`src/rtl/adder_share_ctrl.sv`:
```
// adder_share_ctrl: two-port round-robin front end that time-shares one
// four_bit_adder slice. An accepted WIDTH-bit add is processed one nibble
// per clock, least-significant nibble first, with the carry between nibbles
// held in a register. Latency is NIB+2 cycles from grant to next grant.

module four_bit_adder (
    input  logic [3:0] a,
    input  logic [3:0] b,
    input  logic       ci,
    output logic [3:0] s,
    output logic       co
);

    // Plain 4-bit ripple add with carry in/out.
    always_comb begin
        {co, s} = {1'b0, a} + {1'b0, b} + {4'b0000, ci};
    end

endmodule

module adder_share_ctrl #(
    parameter int WIDTH = 16
) (
    input  logic             clk,
    input  logic             rst,
    input  logic             req0,
    input  logic [WIDTH-1:0] a0,
    input  logic [WIDTH-1:0] b0,
    input  logic             ci0,
    input  logic             req1,
    input  logic [WIDTH-1:0] a1,
    input  logic [WIDTH-1:0] b1,
    input  logic             ci1,
    output logic             gnt0,
    output logic             gnt1,
    output logic             busy,
    output logic [WIDTH-1:0] sum,
    output logic             co,
    output logic             done0,
    output logic             done1
);

    localparam int NIB = WIDTH / 4;
    localparam int KW  = (NIB > 1) ? $clog2(NIB) : 1;
    localparam int IW  = $clog2(WIDTH);
    localparam logic [KW-1:0] K_LAST = KW'(NIB - 1);
    localparam logic [KW-1:0] K_ONE  = KW'(1);

    typedef enum logic [1:0] {
        IDLE = 2'b00,
        RUN  = 2'b01,
        DONE = 2'b10
    } state_t;

    state_t           state_r;
    state_t           state_nxt_s;
    logic [WIDTH-1:0] opa_r;
    logic [WIDTH-1:0] opb_r;
    logic             carry_r;
    logic             owner_r;
    logic             last_r;
    logic [KW-1:0]    k_r;
    logic             win_s;
    logic             accept_s;
    logic [IW-1:0]    base_s;
    logic [3:0]       nib_a_s;
    logic [3:0]       nib_b_s;
    logic [3:0]       nib_sum_s;
    logic             nib_co_s;

    // Select the operand nibble addressed by the current step counter.
    always_comb begin
        base_s  = IW'({k_r, 2'b00});
        nib_a_s = opa_r[base_s +: 4];
        nib_b_s = opb_r[base_s +: 4];
    end

    four_bit_adder u_slice (
        .a  (nib_a_s),
        .b  (nib_b_s),
        .ci (carry_r),
        .s  (nib_sum_s),
        .co (nib_co_s)
    );

    // Round-robin winner, grant strobes and next-state decode.
    always_comb begin
        state_nxt_s = state_r;
        gnt0        = 1'b0;
        gnt1        = 1'b0;
        accept_s    = 1'b0;
        win_s       = 1'b0;
        if (req0 && req1) begin
            win_s = ~last_r;
        end else if (req1) begin
            win_s = 1'b1;
        end else begin
            win_s = 1'b0;
        end
        case (state_r)
            IDLE: begin
                if (!rst && (req0 || req1)) begin
                    accept_s    = 1'b1;
                    gnt0        = ~win_s;
                    gnt1        = win_s;
                    state_nxt_s = RUN;
                end else begin
                    state_nxt_s = IDLE;
                end
            end
            RUN: begin
                if (k_r == K_LAST) begin
                    state_nxt_s = DONE;
                end else begin
                    state_nxt_s = RUN;
                end
            end
            DONE:    state_nxt_s = IDLE;
            default: state_nxt_s = IDLE;
        endcase
    end

    // FSM state register.
    always_ff @(posedge clk) begin
        if (rst) begin
            state_r <= IDLE;
        end else begin
            state_r <= state_nxt_s;
        end
    end

    // Operand capture, nibble-serial accumulation and status outputs.
    always_ff @(posedge clk) begin
        if (rst) begin
            opa_r   <= '0;
            opb_r   <= '0;
            carry_r <= 1'b0;
            owner_r <= 1'b0;
            last_r  <= 1'b1;
            k_r     <= '0;
            sum     <= '0;
            co      <= 1'b0;
            busy    <= 1'b0;
            done0   <= 1'b0;
            done1   <= 1'b0;
        end else begin
            busy  <= (state_nxt_s != IDLE);
            done0 <= 1'b0;
            done1 <= 1'b0;
            case (state_r)
                IDLE: begin
                    if (accept_s) begin
                        opa_r   <= win_s ? a1 : a0;
                        opb_r   <= win_s ? b1 : b0;
                        carry_r <= win_s ? ci1 : ci0;
                        owner_r <= win_s;
                        last_r  <= win_s;
                        k_r     <= '0;
                    end else begin
                        k_r <= k_r;
                    end
                end
                RUN: begin
                    sum[base_s +: 4] <= nib_sum_s;
                    carry_r          <= nib_co_s;
                    k_r              <= k_r + K_ONE;
                    if (k_r == K_LAST) begin
                        co    <= nib_co_s;
                        done0 <= ~owner_r;
                        done1 <= owner_r;
                    end else begin
                        co <= co;
                    end
                end
                DONE: begin
                    k_r <= '0;
                end
                default: begin
                    k_r <= '0;
                end
            endcase
        end
    end

endmodule

```
`config.mk`:
```
export PLATFORM = sky130hd
export DESIGN_NAME = adder_share_ctrl
export DESIGN_NICKNAME = d
export VERILOG_FILES = /design/src/rtl/adder_share_ctrl.sv
export SDC_FILE = /design/constraint.sdc
export NUM_CORES = 1
export LEC_CHECK = 0
export ABC_AREA = 1
export CAP_MARGIN = 20
export CELL_PAD_IN_SITES_DETAIL_PLACEMENT = 0
export CELL_PAD_IN_SITES_GLOBAL_PLACEMENT = 1
export CORE_UTILIZATION = 35
export CTS_CLUSTER_SIZE = 24
export DETAILED_ROUTE_END_ITERATION = 16
export GPL_ROUTABILITY_DRIVEN = 0
export PLACE_DENSITY_LB_ADDON = 0.1
export REMOVE_ABC_BUFFERS = 1
export SYNTH_ARGS = -nofsm -noshare
export SYNTH_HDL_FRONTEND = slang
export SYNTH_SLANG_ARGS = --single-unit
```
`constraint.sdc`:
```
create_clock -name clk -period 3.83 [get_ports clk]
set_clock_uncertainty 0.1 [all_clocks]
set_input_delay 0.383 -clock clk [delete_from_list [all_inputs] [get_ports clk]]
set_output_delay 0.383 -clock clk [all_outputs]
set_load 0.05 [all_outputs]
```
After elaboration in Yosys (flattened, before gate mapping). Cells that the tools add are included.

Add/sub/neg operators: 4. Eq/ne operators: 3. Shift operators: 4. Muxes and demuxes: 19. Bitwise logic cells: 5. Reductions and logical operators: 11.

Operators by type and width (number): $mux W16 (2); $shiftx A16 B5 Y4 (2); $bwmux W16 (1); $shift A4 B6 Y16 const A (1); $shiftx A4 B6 Y16 (1); $mux W1 (11); $pmux W2 S2 (2); $neg A4 Y6 (1); $reduce_and A2 Y1 (3); $add A4 B4 Y5 (1); $add A5 B1 Y5 (1); $not A1 Y1 (5); $mux W2 (2); $reduce_bool A2 Y1 (2); $reduce_or A3 Y1 (1); $add A2 B1 Y2 const B (1); $eq A2 B1 Y1 const B (1); $eq A2 B2 Y1 const B (1); $logic_and A1 B1 Y1 (2); $logic_not A2 Y1 (1); $ne A2 B2 Y1 const B (1); $pmux W1 S2 (1); $logic_not A1 Y1 (1); $logic_or A1 B1 Y1 (1).

Bits in registers: 59. Input port bits: 70. Output and inout port bits: 22. Logic and storage cells: 58.

Longest topological paths before layout. Gate-level depths: netlist of the first run.

Word-level depth: 6. Gate-level depth with buffers: 14. Gate-level depth less buffers: 13.

Cells and area by module. From an unflattened synthesis of the first run, not the netlist that was laid out.

Cell total of the unflattened synthesis: 468. Area total of the unflattened synthesis: 3271.9 um2.

By module, submodules not included: adder_share_ctrl (times used 1, cells an instance 443, area each 3106.7 um2, sequential area each 1181.1 um2); four_bit_adder (times used 1, cells an instance 25, area each 165.2 um2, sequential area each 0.0 um2).

Worst setup path after synthesis of the first run. OpenSTA, ideal clock, no wires.

Path type: flip-flop to flip-flop. Start point: register k_r[1]. End point: register sum[14]. Library setup time: 66 ps. Arrival time: 2310 ps. Path slack: 1354 ps. Stages on the path, launching flop included: 12. Path buffers: 1. Cells stage by stage: dfxtp_1 > clkbuf_1 > inv_1 > o21ai_0 > o22ai_1 > fa_1 > fa_1 > xor2_1 > nand2_1 > nor2_1 > a22oi_1 > nor2_1.

Cells in the longest elaborated chain, start to end: 5. Elaborated cells on any way between the ends: 8. Classes of those cells: add/sub (3); shift (4); mux (1).

RTL lines: from (decl) (line 62) `logic [KW-1:0] k_r;`; from (signal assigned) (line 160) `k_r <= k_r;`; from (signal assigned) (line 166) `k_r <= k_r + K_ONE;`; $shiftx A16 B5 Y4, on equally long branches (line 74, 75); $add A4 B4 Y5 (line 16) `{co, s} = {1'b0, a} + {1'b0, b} + {4'b0000, ci};`; $add A5 B1 Y5 (line 16); $shiftx A4 B6 Y16 (line 164) `sum[base_s +: 4] <= nib_sum_s;`; $bwmux W16 (*) (line 164); to (signal, indexed assignment) (line 164); to (decl) (line 37) `output logic [WIDTH-1:0] sum,`.

Mark *: on every way between the ends. The rest lies on a longest branch, timed or not. A chain may end at the register's enable or synchronous reset.

Worst setup path in the final report of the first run.
Start point: input req0. End point: output gnt1.

Cells in the longest elaborated chain, start to end: 4. Elaborated cells on any way between the ends: 6. Classes of those cells: mux (3); reduce/logical (3).

RTL lines: from (decl) (line 26) `input logic req0,`; $logic_and A1 B1 Y1 / $logic_or A1 B1 Y1 (equally long branches) (line 93, 102); $mux W1 / $logic_and A1 B1 Y1 (equally long branches) (line 93, 102); $mux W1 (*) (line 102) `if (!rst && (req0 || req1)) begin`; $mux W1 (*) (line 100) `case (state_r)`; to (decl) (line 35) `output logic gnt1,`.

Marks and branches as above.

==> results of run 1 <==
power by group:
| part | internal, W | switching [W] |
|---|---|---|
| combinational | 0.000190 | 0.000272 |
| clock | 0.000246 | 0.000241 |
| sequential | 0.000653 | 0.0000203 |
| total | 0.00109 | 0.000533 |
worst max-delay path by stage:
stage	end	start	cells after the start	slack (ns)
floorplan	sum[14]	k_r[0]	10	0.96
global placement	gnt1	req0	5	1.09
detailed placement	opa_r[3]	req0	7	1.04
CTS	gnt1	req0	5	1.03
global route	sum[14]	k_r[0]	10	0.83
finish	gnt1	req0	5	1.03
routing by layer:
metal  wire (um)  GRT usage  vias to the layer above
met5           0          0                        -
met4         121     0.0859                        0
met3         354     0.0361                        9
met2        3880      0.351                       72
met1        3740      0.252                     1341
li1            -          -                     1512
final cells by class:
cell class | count | area (um^2) | share of cell area
inverters | 13 | 48.8 | 0.0121
multi-input cells | 306 | 1530 | 0.380
well taps | 102 | 128 | 0.0316
flip-flops and latches | 59 | 1180 | 0.293
clock inverters | 3 | 15.0 | 0.00372
clock buffers | 12 | 145 | 0.0360
repair buffers | 99 | 986 | 0.244
cells by family after synthesis:
kind of cell / count (synthesis) / share of synthesized area
buffers and inverters: 37 / 0.0549
flip-flops: 59 / 0.412
adder cells (fa/ha/maj): 10 / 0.0488
AND/OR/NAND/NOR: 188 / 0.262
AO/OA/AOI/OAI: 107 / 0.219
XOR/XNOR: 1 / 0.00305
cells in the final DEF, fill, tap and decap left out, drive strengths merged, types with 8 or more instances in the layout:
master,Yosys,final
inv,12,12
clkbuf,16,12
o21ai,18,18
nand3,20,20
ha,8,8
dfxtp,59,59
nor2,35,35
buf,8,11
nand2,127,127
o22ai,8,8
clkdlybuf4s50,0,88
a21boi,22,22
a21oi,52,52
stage by stage:
step           instances  total power, W
2_1_floorplan        378        0.000950
3_3_place_gp         579         0.00115
3_5_place_dp         579         0.00115
4_1_cts              594         0.00164
5_1_grt              594         0.00172
6_report             594         0.00162
synth_stat cells:
library cell | n | share of area
dfxtp_1 | 59 | 0.41
clkinv_1 | 1 | 0.0013
clkbuf_1 | 16 | 0.021
nand3_1 | 20 | 0.035
a21oi_1 | 51 | 0.089
o21ai_0 | 18 | 0.031
nand2_2 | 2 | 0.0044
a22oi_1 | 4 | 0.010
nor2_1 | 32 | 0.042
a211oi_1 | 2 | 0.0052
inv_2 | 1 | 0.0013
a21boi_0 | 16 | 0.042
buf_4 | 4 | 0.010
nor3_1 | 4 | 0.0070
nor2_2 | 3 | 0.0065
o22ai_1 | 8 | 0.017
ha_1 | 8 | 0.035
buf_2 | 3 | 0.0052
a21boi_1 | 6 | 0.016
inv_1 | 11 | 0.014
fa_1 | 2 | 0.014
xor2_1 | 1 | 0.0031
buf_1 | 1 | 0.0013
nand2_1 | 125 | 0.16
o31ai_1 | 1 | 0.0026
a21oi_4 | 1 | 0.0057
nand4_1 | 2 | 0.0044
flip-flops by register name (all words and copies together) (netlist names):
name / count
opa_r: 16
opb_r: 16
sum: 16
k_r: 2
state_r: 2
busy: 1
carry_r: 1
co: 1
done0: 1
done1: 1
last_r: 1
owner_r: 1
worst max-delay path: cells and delay by family:
family | cells | cell delay (ns)
buffers and inverters | 2 | 0.67
and+or+nand+nor | 3 | 1.26
==> results.ini, run 1 <==
[status]
outcome = finished, final reports clean

[route]
firstDrtPassIters = 5
vias = 2934
drc_errors = 0
wl_um = 8090
drtIter0Drc = 85
via_per_inst = 4.94
antenna_left = 0
wl_per_cell_um = 13.6

[placement]
hpwl_um = 5790
placed_area_um2 = 3870
io_buffers = 91
place_worst_setup_slack_ns = 1.04

[pwr]
power_leakage_nw = 1.56
power.density_nw_per_um2 = 402
ir_worst_vdd_uv = 179

[layout]
nets = 568
syn_to_final_growth_pct = 40.6
drive_gt1_frac = 0.0630
final_core_util = 0.514
antennaDiodeCount = 0
stdcell_area_um2 = 4040
n_fill_cell = 823

[sta]
post-route-period-util = 0.730
fmax_mhz = 358
post-route-min-period_ns = 2.80
setup_tns_ns = 0
rsz0062_at_grt = false
setup_slack_ns = 1.03
hold_ws_ns = 0.320
drv_slew = 0
final-hold-violation-count = 0
tightest_slew_ns = 0.619
relSlewSlack = 0.588
setup_viol = 0

[cts]
clock_latency_ns = 0.34
clock-sinks = 59
path_clk_slew_ns = 0.06
h-tree-depth = 3
clockBufferDepth = 2
cts_hold_repair.buffers = 0
cts_tree = yes
cts_root_buf = clkbuf_8
cts_made_buffers = 9
post_cts_resized = 0
cts_setup_buffers = 0

[floorplan]
die_h_um = 92.6
chipWidth_um = 92.6
dieArea_um2 = 8570
ios = 92
start_util = 0.366
rows = 32
core_um2 = 7850

[critical_path]
crit_type = input pin to output port
cpMostUsedCell = nand2_1
crit_chain = clkdlybuf4s50_1 -> nand2_1 -> nand2_1 -> nor2_2 -> buf_12
crit_required_ns = 3.35
startpoint_type = input pin
cp-end-kind = output port
cp_slowest_stage_delay_ns = 0.49
rr_worst_depth = 10
ff2ff_setup_slack_ns = 1.11
rr_endpoint = sum[14]
crit-reg2reg-launch = k_r[0]
crit_fanout = 13
crit_arrival_ns = 2.31
cp_slowest_cell = nor2_2

[global_route]
gr-total-overflow = 0
grt_max_degree = 60
antenna_found_initial = 0
grt_pass1_wl_um = 13500
first_global_vias = 2852
track_usage = 0.205

[hold_path]
worstHoldStart = owner_r
min_path_cells = 1
min_to = done0
hold_path_class = flip-flop to flip-flop

[yosys]
yosysSeqAreaShare = 0.412
syn-cell-area_um2 = 2870
syn_area_per_cell_um2 = 7.14
ys_types = 27
ys_seq_elements = 59
syn_inst = 402
yosys_warnings = 0

[flow_run]
maxCapViolCount = 0

Power figures use the tool's default switching activity.
==> run 2, diff against run 1 <==
--- a/config.mk
+++ b/config.mk
@@ -9,7 +9,7 @@
 export CAP_MARGIN = 20
 export CELL_PAD_IN_SITES_DETAIL_PLACEMENT = 0
 export CELL_PAD_IN_SITES_GLOBAL_PLACEMENT = 1
-export CORE_UTILIZATION = 35
+export CORE_UTILIZATION = 29
 export CTS_CLUSTER_SIZE = 24
 export DETAILED_ROUTE_END_ITERATION = 16
 export GPL_ROUTABILITY_DRIVEN = 0
==> constraint.sdc (replaced) <==
create_clock -name clk -period 2.37 [get_ports clk]
set_clock_uncertainty 0.1 [all_clocks]
set_input_delay 0.237 -clock clk [delete_from_list [all_inputs] [get_ports clk]]
set_output_delay 0.237 -clock clk [all_outputs]
set_load 0.05 [all_outputs]
==> run 2 against run 1 <==
Net effect: critical path depth increased by 8; die area rose by 20%; first-iteration DRC count grew 49%; setup slack worse by 1.0 ns; global-route usage decreased by 2.6 points; sequential share of layout area shrank 1.4 points; hold slack improved by 0.0029 ns; routed wire length up 6.0%; total power grew 69%; critical path type is now flip-flop to flip-flop; critical endpoint is now carry_r; largest cell class unchanged; highest routed layer unchanged.
==> results.ini, run 2 (synthesis results as in run 1) <==
[pwr]
p_total_w = 0.00274  ; +69%
p_clk_frac = 0.289  ; -0.011
p_comb_frac = 0.310  ; +0.025
ir_worst_vdd_uv = 233  ; +30%
seqPwrFrac = 0.402  ; -0.013
swShare = 0.328  ; -0.000575
power_leakage_nw = 1.63  ; +4.5%
p_switching_w = 0.000897  ; +68%
intPower_w = 0.00184  ; +69%
power.density_nw_per_um2 = 644  ; +60%

[sta]
final-hold-violation-count = 0  ; unchanged
relSlewSlack = 0.572  ; -0.0152
fmax_mhz = 422
rsz0062_at_grt = true
post-route-period-util = 0.999
drv_slew = 0  ; unchanged
tightest_slew_ns = 0.642  ; +0.0229 ns
setup_viol = 0  ; unchanged
setup_slack_ns = 0.00120  ; -1.03 ns
hold_ws_ns = 0.323  ; +0.00286 ns
post-route-min-period_ns = 2.37

[critical_path]
cp-end-kind = flip-flop
crit_type = flip-flop to flip-flop
crit_arrival_ns = 2.48  ; +0.17 ns
crit-reg2reg-launch = k_r[0]
startpoint_type = flip-flop
crit_required_ns = 2.48  ; -0.87 ns
crit_fanout = 7  ; -6
critPathLaunch = k_r[0]

[route]
firstDrtPassIters = 4  ; -1
wl_per_cell_um = 13.5  ; -1.0%
via_per_inst = 4.69  ; -5.1%
drtIter0Drc = 127  ; +49%
antenna_left = 0  ; unchanged
drc_errors = 0  ; unchanged
vias = 2982  ; +1.6%
wl_um = 8580  ; +6.0%

[placement]
place_worst_setup_slack_ns = -0.184  ; -1.23 ns
io_buffers = 91  ; unchanged
placed_area_um2 = 4010  ; +3.5%
hpwl_um = 6240  ; +7.8%

[global_route]
first_global_vias = 2806  ; -1.6%
track_usage = 0.179  ; -0.0259
gr-total-overflow = 0  ; unchanged
grt_pass1_wl_um = 13900  ; +3.0%
antenna_found_initial = 0  ; unchanged
grt_max_degree = 60  ; unchanged

[cts]
cts_made_buffers = 9  ; unchanged
clock_latency_ns = 0.35  ; about the same
clockBufferDepth = 2  ; unchanged
clock-sinks = 59  ; unchanged
cts_tree = yes
cts_hold_repair.buffers = 0  ; unchanged
path_clk_slew_ns = 0.07  ; about the same
cts_root_buf = clkbuf_8
h-tree-depth = 3  ; unchanged

[flow_run]
maxCapViolCount = 0  ; unchanged

[floorplan]
die_h_um = 101  ; +9.6%
core_um2 = 9420  ; +20%
start_util = 0.305  ; -0.0609
chipWidth_um = 101  ; +9.6%
dieArea_um2 = 10300  ; +20%
rows = 35  ; +9.4%
ios = 92  ; unchanged

[status]
outcome = finished, final reports clean

[hold_path]
hold_path_class = flip-flop to flip-flop
worstHoldStart = owner_r

[layout]
drive_gt1_frac = 0.120  ; +0.0573
stdcell_area_um2 = 4250  ; +5.2%
final_cell_mix = 122 x nand2_1, 88 x clkdlybuf4s50_1, 58 x dfxtp_1
reg_top3 = opa_r: 16 flops, opb_r: 16 flops, sum: 16 flops
antennaDiodeCount = 0  ; unchanged
syn_to_final_growth_pct = 48.0
layout_commonest_cell = nand2_1
final_core_util = 0.451  ; -0.0632
nets = 583  ; +2.6%

==> run 2: cell types whose count changed in the layout (fill, tap and decap cells not counted), sizes merged <==
cell | previous run | this run
buf | 11 | 26
inv | 12 | 11
clkinvlp | 0 | 1
==> run 2: power by group through the flow <==
stage	clock [W]	combinational (W)	sequential, W
after global placement	0	0.000802	0.00112
final	0.000790	0.000847	0.00110
after floorplan	0	0.000386	0.00115
after global routing	0.000863	0.000946	0.00111
after CTS	0.000814	0.000808	0.00110
after detailed placement	0	0.000801	0.00112
==> run 2: worst max-delay path, cell delays in order, from the launching register on <==
cell,delay (ns)
dfxtp_4,0.38
clkinvlp_4,0.16
o21ai_2,0.16
o22ai_2,0.09
fa_2,0.43
fa_2,0.40
nand2_1,0.09
nand2_1,0.06
nand2_2,0.07
nand2_2,0.05
nand2_1,0.05
nand2_1,0.04
o21ai_1,0.06
a21oi_1,0.07
==> run 2: metal layers <==
layer,wire length (um),part of all wire,GRT usage
met1,4100,0.48,0.232
met2,3970,0.46,0.286
met3,384,0.045,0.0483
met4,121,0.014,0.0647
met5,0,0,0
==> run 2: layout make-up <==
type	count	area, um^2
tap	129	161
clock buffer	12	145
timing repair buffer	114	1110
fill	998	5170
sequential	59	1180
clock inverter	3	15.0
multi-input combinational	306	1580
inverter	13	52.6
==> run 2: path summary, 6_finish.rpt <==
| kind | end | slack [ns] | cells past startpoint |
|---|---|---|---|
| worst min-delay path | done0 | 0.32 | 1 |
| worst max-delay path | carry_r | 0.001 | 13 |
| worst max register to register | carry_r | 0.001 | 13 |
| worst min register to register | done0 | 0.32 | 1 |
==> run 2: timing repair <==
item / 4_1_cts / 5_1_grt
cloned: 0 / 0
gates resized for setup: 3 / 16
pin swaps: 1 / 9
setup endpoints to repair: 10 / 11
buffers inserted: 0 / 3
==> run 2: per-stage QoR <==
step / std cells / TNS, ns
after floorplan: 378 / -3.70
after global placement: 618 / -0.303
after detailed placement: 618 / -0.967
after CTS: 633 / 0
after global routing: 636 / -0.546
final: 636 / 0
